==> config.mk <==
export PLATFORM = sky130hd
export DESIGN_NAME = ct_stream_ctrl
export DESIGN_NICKNAME = d
export VERILOG_FILES = /design/src/rtl/ct_stream_ctrl_pkg.sv /design/src/rtl/ct_stream_ctrl_shifter.sv /design/src/rtl/ct_stream_ctrl.sv
export SDC_FILE = /design/constraint.sdc
export NUM_CORES = 1
export LEC_CHECK = 0
export CAP_MARGIN = 5
export CORE_AREA = 2 2 344 346
export CTS_BUF_LIST = sky130_fd_sc_hd__clkbuf_8 sky130_fd_sc_hd__clkbuf_16
export CTS_CLUSTER_DIAMETER = 120
export DETAILED_ROUTE_END_ITERATION = 12
export DIE_AREA = 0 0 346 348
export PLACE_DENSITY_LB_ADDON = 0.05
export SETUP_SLACK_MARGIN = 0.4
export SYNTH_ARGS = -nofsm -noshare
export SYNTH_HDL_FRONTEND = slang
export SYNTH_HIERARCHICAL = 1
export SYNTH_SLANG_ARGS = --single-unit
==> constraint.sdc <==
create_clock -name clk -period 27.7 [get_ports clk]
set_clock_uncertainty 0.15 [all_clocks]
set_input_delay 5.54 -clock clk [delete_from_list [all_inputs] [get_ports clk]]
set_output_delay 5.54 -clock clk [all_outputs]
set_load 0.01 [all_outputs]
==> src/rtl/ct_stream_ctrl_pkg.sv <==
// Shared constants for the ciphertext readout path: field degree, code
// length, coefficient packing and the stream/digest geometry.
package ct_stream_ctrl_pkg;

  localparam int CT_M     = 83;
  localparam int CT_N     = 189;
  localparam int CT_DIGIT = 4;

  localparam int BEAT_W   = 32;
  localparam int DIGEST_W = 512;

  // Ceiling log2, never below 1 so derived vectors always have a width.
  function automatic int ct_clog2(input int value);
    int r;
    int x;
    r = 0;
    x = value - 1;
    while (x > 0) begin
      r++;
      x = x >> 1;
    end
    return (r < 1) ? 1 : r;
  endfunction

endpackage

==> src/rtl/ct_stream_ctrl_shifter.sv <==
// Load/shift register that emits a wide word as 32-bit beats, low beat
// first, with zero fill above W. Used for ct words and for the digest.
module ct_stream_ctrl_shifter
  import ct_stream_ctrl_pkg::*;
#(
  parameter  int W   = 32,
  localparam int BPW = (W + BEAT_W - 1) / BEAT_W,
  localparam int PW  = BPW * BEAT_W,
  localparam int CW  = ct_clog2(BPW)
) (
  input  logic          clk,
  input  logic          rst,
  input  logic          load,
  input  logic          shift,
  input  logic [W-1:0]  din,
  output logic [31:0]   dout,
  output logic          last
);

  logic [PW-1:0] sh;
  logic [CW-1:0] beat_cnt;

  // Data register: padded to whole beats so the top beat reads zero above W.
  always_ff @(posedge clk) begin
    if (load) begin
      sh <= PW'(din);
    end else if (shift) begin
      sh <= sh >> BEAT_W;
    end
  end

  // Beat counter: restarts on every load, wraps after the final beat.
  always_ff @(posedge clk) begin
    if (rst) begin
      beat_cnt <= '0;
    end else if (load) begin
      beat_cnt <= '0;
    end else if (shift) begin
      beat_cnt <= last ? '0 : beat_cnt + CW'(1);
    end
  end

  assign dout = sh[31:0];
  assign last = (beat_cnt == CW'(BPW - 1));

endmodule

==> src/rtl/ct_stream_ctrl.sv <==
// Ciphertext readout sequencer: reads every ct memory word, streams it as
// 32-bit beats, then streams the latched 512-bit digest, low word first.
module ct_stream_ctrl
  import ct_stream_ctrl_pkg::*;
#(
  parameter  int M     = CT_M,
  parameter  int N     = CT_N,
  parameter  int DIGIT = CT_DIGIT,
  localparam int W     = M * DIGIT,
  localparam int DEPTH = (N / DIGIT) + ((N % DIGIT != 0) ? 1 : 0),
  localparam int AW    = ct_clog2(DEPTH)
) (
  input  logic                clk,
  input  logic                rst_b,
  input  logic                start,
  input  logic [DIGEST_W-1:0] digest,
  output logic [AW-1:0]       ct_addr,
  output logic                ct_we,
  input  logic [W-1:0]        ct_dout,
  output logic [31:0]         out_data,
  output logic                out_valid,
  input  logic                out_ready,
  output logic                out_last,
  output logic                busy,
  output logic                done
);

  typedef enum logic [2:0] {
    IDLE,
    RD_ISSUE,
    RD_WAIT,
    SEND_CT,
    SEND_HASH,
    DONE
  } state_t;

  state_t        state;
  state_t        state_nxt;
  logic [AW-1:0] word_cnt;
  logic          start_ok;
  logic          final_word;
  logic [31:0]   ct_beat;
  logic          ct_last;
  logic [31:0]   hash_beat;
  logic          hash_last;

  assign start_ok   = (state == IDLE) && start;
  assign final_word = (word_cnt == AW'(DEPTH - 1));
  assign ct_we      = 1'b0;

  ct_stream_ctrl_shifter #(.W(W)) u_ct_sh (
    .clk   (clk),
    .rst   (rst_b),
    .load  (state == RD_WAIT),
    .shift ((state == SEND_CT) && out_ready),
    .din   (ct_dout),
    .dout  (ct_beat),
    .last  (ct_last)
  );

  // The digest is captured by the accepted start and replayed as 16 beats.
  ct_stream_ctrl_shifter #(.W(DIGEST_W)) u_hash_sh (
    .clk   (clk),
    .rst   (rst_b),
    .load  (start_ok),
    .shift ((state == SEND_HASH) && out_ready),
    .din   (digest),
    .dout  (hash_beat),
    .last  (hash_last)
  );

  // State register.
  always_ff @(posedge clk) begin
    if (rst_b) begin
      state <= IDLE;
    end else begin
      state <= state_nxt;
    end
  end

  // Word counter: cleared by start, advanced after the last beat of a non-final word.
  always_ff @(posedge clk) begin
    if (rst_b) begin
      word_cnt <= '0;
    end else if (start_ok) begin
      word_cnt <= '0;
    end else if ((state == SEND_CT) && out_ready && ct_last && !final_word) begin
      word_cnt <= word_cnt + AW'(1);
    end
  end

  // Next state and Moore outputs; ct_addr stays 0 outside the read states
  // because the top ORs it with other memory masters.
  always_comb begin
    state_nxt = state;
    ct_addr   = '0;
    out_valid = 1'b0;
    out_data  = '0;
    out_last  = 1'b0;
    busy      = 1'b1;
    done      = 1'b0;
    case (state)
      IDLE: begin
        busy = 1'b0;
        if (start) state_nxt = RD_ISSUE;
      end
      RD_ISSUE: begin
        ct_addr   = word_cnt;
        state_nxt = RD_WAIT;
      end
      RD_WAIT: begin
        ct_addr   = word_cnt;
        state_nxt = SEND_CT;
      end
      SEND_CT: begin
        out_valid = 1'b1;
        out_data  = ct_beat;
        if (out_ready && ct_last) state_nxt = final_word ? SEND_HASH : RD_ISSUE;
      end
      SEND_HASH: begin
        out_valid = 1'b1;
        out_data  = hash_beat;
        out_last  = hash_last;
        if (out_ready && hash_last) state_nxt = DONE;
      end
      DONE: begin
        busy      = 1'b0;
        done      = 1'b1;
        state_nxt = IDLE;
      end
      default: begin
        busy      = 1'b0;
        state_nxt = IDLE;
      end
    endcase
  end

endmodule

==> results of run 1 <==
worst max-delay path: cells and delay by family:
kind                   cells  cell delay [ps]
buffers and inverters      5             3540
and+or+nand+nor            2             1220
synth_stat cells:
library cell | number | share of area (%)
or3b_1 | 4 | 0.093
nor3_1 | 3 | 0.040
dfxtp_1 | 17 | 0.90
conb_1 | 1 | 0.010
ha_1 | 2 | 0.067
mux2_4 | 93 | 3.7
a21bo_1 | 1 | 0.027
xor2_1 | 2 | 0.047
o21a_1 | 2 | 0.040
a22o_1 | 32 | 0.75
edfxtp_1 | 844 | 67
nor3b_1 | 3 | 0.060
nand3b_1 | 9 | 0.18
and3_1 | 4 | 0.067
or3_1 | 1 | 0.017
buf_4 | 101 | 2.0
or2_2 | 2 | 0.033
a21oi_1 | 2 | 0.027
mux2_2 | 688 | 21
or4b_4 | 1 | 0.037
nand4b_1 | 2 | 0.047
o31ai_1 | 1 | 0.020
clkbuf_1 | 5 | 0.050
and2_1 | 73 | 1.2
xnor2_1 | 3 | 0.070
nor4_1 | 2 | 0.033
and3b_1 | 2 | 0.047
nor2b_1 | 2 | 0.033
buf_6 | 46 | 1.4
inv_2 | 1 | 0.010
mux2i_1 | 6 | 0.16
nand4_1 | 2 | 0.033
nand2b_1 | 5 | 0.083
a211oi_1 | 5 | 0.10
nand2_1 | 9 | 0.090
nand3_1 | 5 | 0.067
o21ai_0 | 3 | 0.040
nor2_1 | 4 | 0.040
buf_2 | 22 | 0.29
a2111oi_1 | 1 | 0.027
a31oi_1 | 2 | 0.033
a311oi_1 | 1 | 0.023
worst min-delay path by stage:
stage | start | endpoint | slack, ps
floorplan | u_hash_sh/beat_cnt[3] | u_hash_sh/beat_cnt[3] | 300
global placement | u_hash_sh/beat_cnt[3] | u_hash_sh/beat_cnt[3] | 320
detailed placement | u_hash_sh/beat_cnt[3] | u_hash_sh/beat_cnt[3] | 340
CTS | u_hash_sh/beat_cnt[3] | u_hash_sh/beat_cnt[3] | 350
global route | u_hash_sh/beat_cnt[3] | u_hash_sh/beat_cnt[3] | 390
finish | u_hash_sh/beat_cnt[3] | u_hash_sh/beat_cnt[3] | 350
stage by stage:
stage / hold slack [ps] / std cells / cell area [sq um] / utilization (%) / setup slack (ps)
6_report: 352 / 4486 / 50200 / 42.9 / 17090
2_1_floorplan: 305 / 2014 / 37600 / - / 14100
3_5_place_dp: 337 / 4284 / 47200 / 40.4 / 16330
5_1_grt: 389 / 4481 / 50200 / 42.9 / 16750
4_1_cts: 349 / 4455 / 50100 / 42.9 / 17060
3_3_place_gp: 325 / 4284 / 47200 / 40.4 / 16430
logic make-up (layout without fill, tap and decap cells):
group                    after synthesis  in the layout
flip-flops                           861            861
multiplexers                         787            787
buffers and inverters                175           1080
AND/OR/NAND/NOR                      133            133
AO/OA/AOI/OAI                         50             50
XOR/XNOR                               5              5
adder cells (fa/ha/maj)                2              2
other                                  1             32
power by group through the flow:
stage          registers [mW]  clock network (mW)  logic, mW
6_report                 1.71                1.20      0.519
5_1_grt                  1.72                1.29      0.562
4_1_cts                  1.71                1.25      0.527
3_5_place_dp             1.74                   0      0.522
3_3_place_gp             1.73                   0      0.517
2_1_floorplan            1.73                   0      0.356
sequential cells by signal, indices dropped and copies added, names as in the netlist:
signal and count:
u_ct_sh/sh 332, u_ct_sh/beat_cnt 4, state 3, u_hash_sh/sh 512, u_hash_sh/beat_cnt 4, word_cnt 6
metal layers:
metal / part of all wire, % / vias up / GRT usage, %
li1: - / 9492 / -
met1: 38 / 9659 / 20.0
met2: 51 / 648 / 31.4
met3: 7.5 / 235 / 6.27
met4: 3.2 / 78 / 7.88
met5: 0.45 / - / 0
cell type report:
class | count | area, sq um
clock inverter | 67 | 343
fill | 10500 | 66800
tap | 1536 | 1920
timing repair buffer | 908 | 9080
antenna | 31 | 77.6
sequential | 861 | 25700
multi-input combinational | 978 | 10500
inverter | 1 | 11.3
clock buffer | 104 | 2580
==> qor.yml, run 1 <==
vias_per_cell: 4.48
netlist_area_sq_um: 37600
synthAdderAreaFrac_pct: 0.0665
ys_ff_latch: 861
synth_nets: 2864
synth_cell_types: 42
r2r-start: "state[2]"
worst_pin_slew_ps: 1160
layout.cells.most_common_list: "clkdlybuf4s50_1 (889), edfxtp_1 (844), mux2_2 (688)"
min_period_ps: 10610
grt_pass1_vias: 21600
hold_viol: 0
power.density_nw_per_um2: 68.2
synth.area.mux_share_pct: 24.5
rows: 126
final_common_cell: "clkdlybuf4s50_1"
cts_buffers: 99
netlist_instances: 2014
gp_congestion: 0.832
cp_max_fo: 168
cp_slowest_cell: "buf_4"
crit_chain: "clkdlybuf4s50_1, or4b_4, inv_8, or2_4, buf_12, buf_4, buf_4"
p_int_mw: 2.65
area_growth_pct: 33.5
antenna_found_initial: 92
worst_path_most_repeated_cell: "buf_4"
synth_top_family_by_area: "multiplexers"
max_slew_margin_pct: 22.7
rsz0062_at_grt: "false"
synth_area_per_cell_sq_um: 18.7
power_mw: 3.42
nNetsFinal: 3699
cts_tree: "done"
clk_pin_slew_ps: 50
drive_gt1_share_pct: 32.0
power_switching_mw: 0.778
seq_power_share_pct: 49.8
setup.worst_path.end: "u_hash_sh/sh[75]"
whs_path_depth: 2
hold_class: "register to register"
swShare_pct: 22.7
grt_usage_pct: 18.1
synth_xor_area_share_pct: 0.116
wl_um: 112000
cp.required_ps: 27820
p_leak_nw: 16.9
crit_path_end_kind: "register"
cts_sinks: 861
port_buffers: 889
start_kind: "input port"
maxCapViolCount: 0
fmax_mhz: 94.2
die_width_um: 346
worstRegToRegCells: 6
r2r-end: "u_hash_sh/sh[75]"
postCtsSetupBuffers: 0
drv_slew: 0
timing.critical_path.from: "start"
grt_overflow: 0
combPwrFrac_pct: 15.2
grt_pass1_wl_um: 155000
ctsResizeCount: 0
dieArea_sq_um: 120000
dieHeight_um: 348
drc: 0
dr.pass1.iters: 5
h-tree-depth: 3
vias: 20100
root_buffer: "clkbuf_16"
grt_start_max_net_pins: 172
antenna_left: 0
final-setup-viol-count: 0
period_share_pct: 38.3
cp.arrival_ps: 10730
outcome: "finished, final reports clean"
clockPowerShare_pct: 35.0
synthSimpleGateAreaFrac_pct: 2.21
ys_seq_area_share_pct: 68.3
wl_per_cell_um: 25.0
start_util_pct: 32.2
slowest_delay_ps: 960
ys_warn_count: 6
hpwl_um: 83200
ios: 891
reg2reg_setup_slack_ps: 21920
cts_hold_buf: 0
clock_path_buffers: 3
critPathKind: "input port to register"
drt_iter0_markers: 1099
tns_ps: 0
clock_latency_ps: 650
ir_drop_mv: 0.0477
placeableCoreArea_sq_um: 117000
synth_compound_area_share_pct: 1.08
Note: power is estimated with default switching activity, not from simulation.
==> run 2: changes to the inputs <==
==> constraint.sdc (replaced) <==
create_clock -name clk -period 9.9 [get_ports clk]
set_clock_uncertainty 0.15 [all_clocks]
set_input_delay 1.98 -clock clk [delete_from_list [all_inputs] [get_ports clk]]
set_output_delay 1.98 -clock clk [all_outputs]
set_load 0.01 [all_outputs]
==> run 2 against run 1 <==
Effect of this change: utilization grew 0.067 points; die area is the same; wire length up 1.1%; final cell count grew 0.11%; clock power grew to 2.9 times the previous value; global-route usage is 0.20 points higher; design area rose by 0.16%; total power rose to 2.8 times the previous value.
==> qor.yml, run 2 (synthesis gave the netlist of run 1 again) <==
cp_slowest_cell: "buf_4"
layoutNonFillerInstCount: 4491  # +0.11%
final_area_sq_um: 50300  # +0.16%
start_kind: "input port"
seq_power_share_pct: 49.5  # -0.3 points
grt_usage_pct: 18.3  # +0.20 points
grt_start_max_net_pins: 186  # +8.1%
fmax_mhz: 181
power.density_nw_per_um2: 192  # +180%
drt_iter0_markers: 1291  # +17%
clockPowerShare_pct: 35.4  # +0.4 points
final-setup-viol-count: 0  # unchanged
combPwrFrac_pct: 15.0  # -0.2 points
ctsResizeCount: 0  # unchanged
postCtsSetupBuffers: 0  # unchanged
place_ws_ps: 3690  # -12640 ps
die_width_um: 346  # unchanged
cp.arrival_ps: 5770  # -4960 ps
drc: 0  # unchanged
wl_per_cell_um: 25.2  # +1.0%
grt_pass1_wl_um: 157000  # +1.3%
h-tree-depth: 3  # unchanged
layout.cells.most_common_list: "clkdlybuf4s50_1 (889), edfxtp_1 (844), mux2_2 (688)"
min_period_ps: 5520
swShare_pct: 22.8  # about the same
dp.cells: 4285  # +0.023%
grt_overflow: 0  # unchanged
antenna_found_initial: 83  # -9.8%
maxCapViolCount: 0  # unchanged
dr.pass1.iters: 4  # -1
critPathKind: "input port to register"
rows: 126  # unchanged
dieHeight_um: 348  # unchanged
power_switching_mw: 2.20  # +180%
cpLargestDelayFamily: "buffers and inverters"
area_growth_pct: 33.8
vias_per_cell: 4.49  # about the same
p_leak_nw: 16.9  # about the same
port_buffers: 889  # unchanged
slowest_delay_ps: 830  # -130 ps
drv_slew: 0  # unchanged
hold_viol: 0  # unchanged
ios: 891  # unchanged
start_util_pct: 32.2  # unchanged
regMostFlops: "u_hash_sh/sh"
outcome: "finished, final reports clean"
p_int_mw: 7.46  # +180%
whs_path_depth: 2  # unchanged
cp_max_fo: 156  # -7.1%
rsz0062_at_grt: "false"
period_share_pct: 55.8
cts_buffers: 100  # +1.0%
tns_ps: 0  # unchanged
cts_hold_buf: 0  # unchanged
clock_path_buffers: 3  # unchanged
hpwl_um: 84600  # +1.7%
vias: 20200  # +0.20%
cp.required_ps: 10150  # -17670 ps
crit_path_end_kind: "register"
clock_latency_ps: 650  # about the same
worst_slack_ps: 4380  # -12710 ps
final_common_cell: "clkdlybuf4s50_1"
dieArea_sq_um: 120000  # unchanged
hp-start: "u_ct_sh/beat_cnt[3]"
wl_um: 113000  # +1.1%
max_slew_margin_pct: 15.8  # -6.8 points
antenna_left: 0  # unchanged
crit_chain: "clkdlybuf4s50_1, or4b_4, inv_8, buf_12, buf_4, mux2_2"
root_buffer: "clkbuf_16"
min_to: "u_ct_sh/beat_cnt[3]"
drive_gt1_share_pct: 32.0  # +0.082 points
largest_reg_flops: 512  # unchanged
cp.buffers_inverters: 4  # -1
cts_sinks: 861  # unchanged
cts_tree: "done"
r2r-start: "state[0]"
clk_pin_slew_ps: 60  # about the same
r2r-end: "u_ct_sh/sh[51]"
reg2reg_setup_slack_ps: 5620  # -16300 ps
ir_drop_mv: 0.113  # +140%
grt_pass1_vias: 21700  # +0.49%
reg_top3: "u_hash_sh/sh: 512 flops, u_ct_sh/sh: 332 flops, word_cnt: 6 flops"
placeableCoreArea_sq_um: 117000  # unchanged
worstRegToRegCells: 5  # -1
worst_pin_slew_ps: 1260  # +102 ps
power_mw: 9.65  # +180%
nNetsFinal: 3701  # +0.054%
gp_congestion: 0.843  # +1.4%
hold_class: "register to register"
place_area_sq_um: 47200  # about the same
run 2: changes by cell type in the layout (fill, tap and decap cells not counted):
cell	before	now
clkinvlp_4	2	3
clkbuf_8	2	0
inv_1	25	20
bufinv_16	2	5
clkbuf_16	102	101
clkinv_2	17	19
buf_12	3	4
clkinv_1	19	25
run 2: stage by stage:
step                      utilization [%]  hold slack, ps
after floorplan                         -             305
after global placement               40.4             327
after detailed placement             40.4             347
after CTS                            42.9             357
after global routing                 43.0             388
final                                43.0             354
run 2: layout make-up:
class	count	area [sq um]
repair buffers	909	9100
fillers	10500	66700
inverters	1	11.3
clock buffers	101	2530
well taps	1536	1920
diodes	31	77.6
clock inverters	74	454
flip-flops and latches	861	25700
multi-input cells	978	10500
run 2: worst max-delay path by stage:
stage | end | startpoint | depth (start not counted)
floorplan | u_hash_sh/sh[0] | start | 8
global route | u_hash_sh/sh[299] | start | 6
detailed placement | u_hash_sh/sh[328] | start | 6
CTS | u_hash_sh/sh[299] | start | 6
global placement | u_hash_sh/sh[300] | start | 6
finish | u_hash_sh/sh[234] | start | 6
run 2: worst min-delay path: stages (launching register included):
cell      delay [ps]
dfxtp_1          320
o21ai_0           70
a211oi_1          60
run 2: layer usage:
layer  global-route usage, %  vias to the layer above  part of all wire [%]
met5                       0                        -                  0.38
met4                    6.81                       68                   2.7
met3                    6.13                      216                   7.4
met2                    32.1                      621                    52
met1                    20.5                     9757                    38
li1                        -                     9491                     -
run 2: power groups by stage:
stage,registers [mW],clock network [mW],logic [mW]
after floorplan,4.82,0,0.998
after global placement,4.86,0,1.44
after detailed placement,4.86,0,1.46
after CTS,4.79,3.54,1.47
after global routing,4.82,3.68,1.57
final,4.78,3.42,1.45
==> run 3: changes to the inputs <==
==> constraint.sdc (replaced) <==
create_clock -name clk -period 4.82 [get_ports clk]
set_clock_uncertainty 0.15 [all_clocks]
set_input_delay 0.964 -clock clk [delete_from_list [all_inputs] [get_ports clk]]
set_output_delay 0.964 -clock clk [all_outputs]
set_load 0.01 [all_outputs]
==> run 3 against run 2 <==
Effect of this change: count of clock-buffer cells in the layout grew 5; hold slack lost 7.8 ps; sequential power grew 100%; critical path depth shrank 2; critical endpoint is now out_data[3]; highest routed layer unchanged.
==> qor.yml, run 3 (synthesis gave the netlist of run 1 again) <==
placeableCoreArea_sq_um: 117000  # unchanged
cts_buffers: 101  # +1.0%
port_buffers: 889  # unchanged
grt_pass1_vias: 21700  # +0.24%
antenna_left: 0  # unchanged
drv_slew: 0  # unchanged
cp_max_fo: 26  # -83%
worst_pin_slew_ps: 850  # -413 ps
tns_ps: 0  # unchanged
grt_overflow: 0  # unchanged
ctsResizeCount: 0  # unchanged
drive_gt1_share_pct: 33.0  # +0.92 points
gp_congestion: 0.827  # -1.9%
cp_slowest_cell: "and3b_2"
power.density_nw_per_um2: 402  # +110%
regMostFlops: "u_hash_sh/sh"
fin_util_pct: 43.5  # +0.53 points
drt_iter0_markers: 1081  # -16%
final-setup-viol-count: 0  # unchanged
dp.cells: 4300  # +0.35%
cts_hold_buf: 0  # unchanged
ios: 891  # unchanged
maxCapViolCount: 0  # unchanged
reg_top3: "u_hash_sh/sh: 512 flops, u_ct_sh/sh: 332 flops, word_cnt: 6 flops"
grt_usage_pct: 18.4  # +0.096 points
outcome: "finished, final reports clean"
final_area_sq_um: 50900  # +1.2%
max_slew_margin_pct: 43.4  # +28 points
root_buffer: "clkbuf_16"
die_width_um: 346  # unchanged
hold_class: "register to register"
nNetsFinal: 3717  # +0.43%
drc: 0  # unchanged
start_kind: "register"
wl_um: 113000  # +0.17%
cp.arrival_ps: 3060  # -2710 ps
clk_pin_slew_ps: 60  # about the same
cp.required_ps: 3710  # -6440 ps
vias: 20300  # +0.50%
rows: 126  # unchanged
dr.pass1.iters: 5  # +1
dieArea_sq_um: 120000  # unchanged
vias_per_cell: 4.48  # about the same
postCtsSetupBuffers: 0  # unchanged
cts_tree: "done"
largest_reg_flops: 512  # unchanged
grt_start_max_net_pins: 123  # -34%
cts_sinks: 861  # unchanged
start_util_pct: 32.2  # unchanged
rsz0062_at_grt: "false"
layout.cells.most_common_list: "clkdlybuf4s50_1 (889), edfxtp_1 (844), mux2_2 (688)"
crit_chain: "and3b_2, buf_4, a22o_1, clkdlybuf4s50_1"
slowest_delay_ps: 760  # -70 ps
worst_slack_ps: 646  # -3730 ps
crit_path_end_kind: "primary output"
period_share_pct: 86.6
wl_per_cell_um: 25.1  # -0.41%
hpwl_um: 85100  # +0.56%
cp.buffers_inverters: 2  # -2
ir_drop_mv: 0.254  # +120%
layoutNonFillerInstCount: 4517  # +0.58%
place_ws_ps: 858  # -2830 ps
area_growth_pct: 35.4
p_leak_nw: 17.2  # +1.7%
min_period_ps: 4170
grt_pass1_wl_um: 158000  # +0.64%
dieHeight_um: 348  # unchanged
fin_hold_ws_ps: 346  # -7.77 ps
cpLargestDelayFamily: "buffers and inverters"
hold_viol: 0  # unchanged
power_mw: 20.4  # +110%
clock_path_buffers: 3  # unchanged
fmax_mhz: 240
place_area_sq_um: 47600  # +0.66%
antenna_found_initial: 72  # -13%
critPathKind: "register to primary output"
clock_latency_ps: 680  # +30 ps
final_common_cell: "clkdlybuf4s50_1"
h-tree-depth: 3  # unchanged
run 3: cell count changes in the layout (fill, tap and decap cells not counted), moves of 4 or more:
cell,previous run,this run
clkinv_8,0,4
clkinv_1,25,19
diode_2,31,26
buf_12,4,20
clkbuf_8,0,5
clkinv_2,19,26
bufinv_16,5,10
run 3: path summary, 6_finish.rpt:
| check | from | to | slack, ps | cells after the start |
|---|---|---|---|---|
| max | state[0] | out_data[3] | 650 | 4 |
| min | u_hash_sh/beat_cnt[3] | u_hash_sh/beat_cnt[3] | 350 | 2 |
| max reg2reg | state[0] | u_ct_sh/sh[93] | 1560 | 4 |
| min reg2reg | u_hash_sh/beat_cnt[3] | u_hash_sh/beat_cnt[3] | 350 | 2 |
run 3: worst min-delay path: stages, from the launching register on:
cell      delay (ps)
dfxtp_1          320
o21ai_0           70
a211oi_1          60
run 3: per-layer routing:
layer	track usage, %	up-vias	part of all wire (%)
met5	0	-	0.26
met4	6.45	48	2.8
met3	5.61	211	6.9
met2	32.5	665	52
met1	21.0	9794	38
li1	-	9535	-
run 3: area by class of cell:
| class | count | area (sq um) |
|---|---|---|
| fillers | 10400 | 66100 |
| flip-flops and latches | 861 | 25700 |
| multi-input cells | 978 | 10500 |
| repair buffers | 924 | 9410 |
| clock buffers | 106 | 2600 |
| well taps | 1536 | 1920 |
| clock inverters | 85 | 702 |
| diodes | 26 | 65.1 |
| inverters | 1 | 11.3 |
run 3: report_power, final:
group	internal (mW)	switching [mW]
logic	1.83	1.24
registers	9.50	0.293
clock network	4.43	3.15
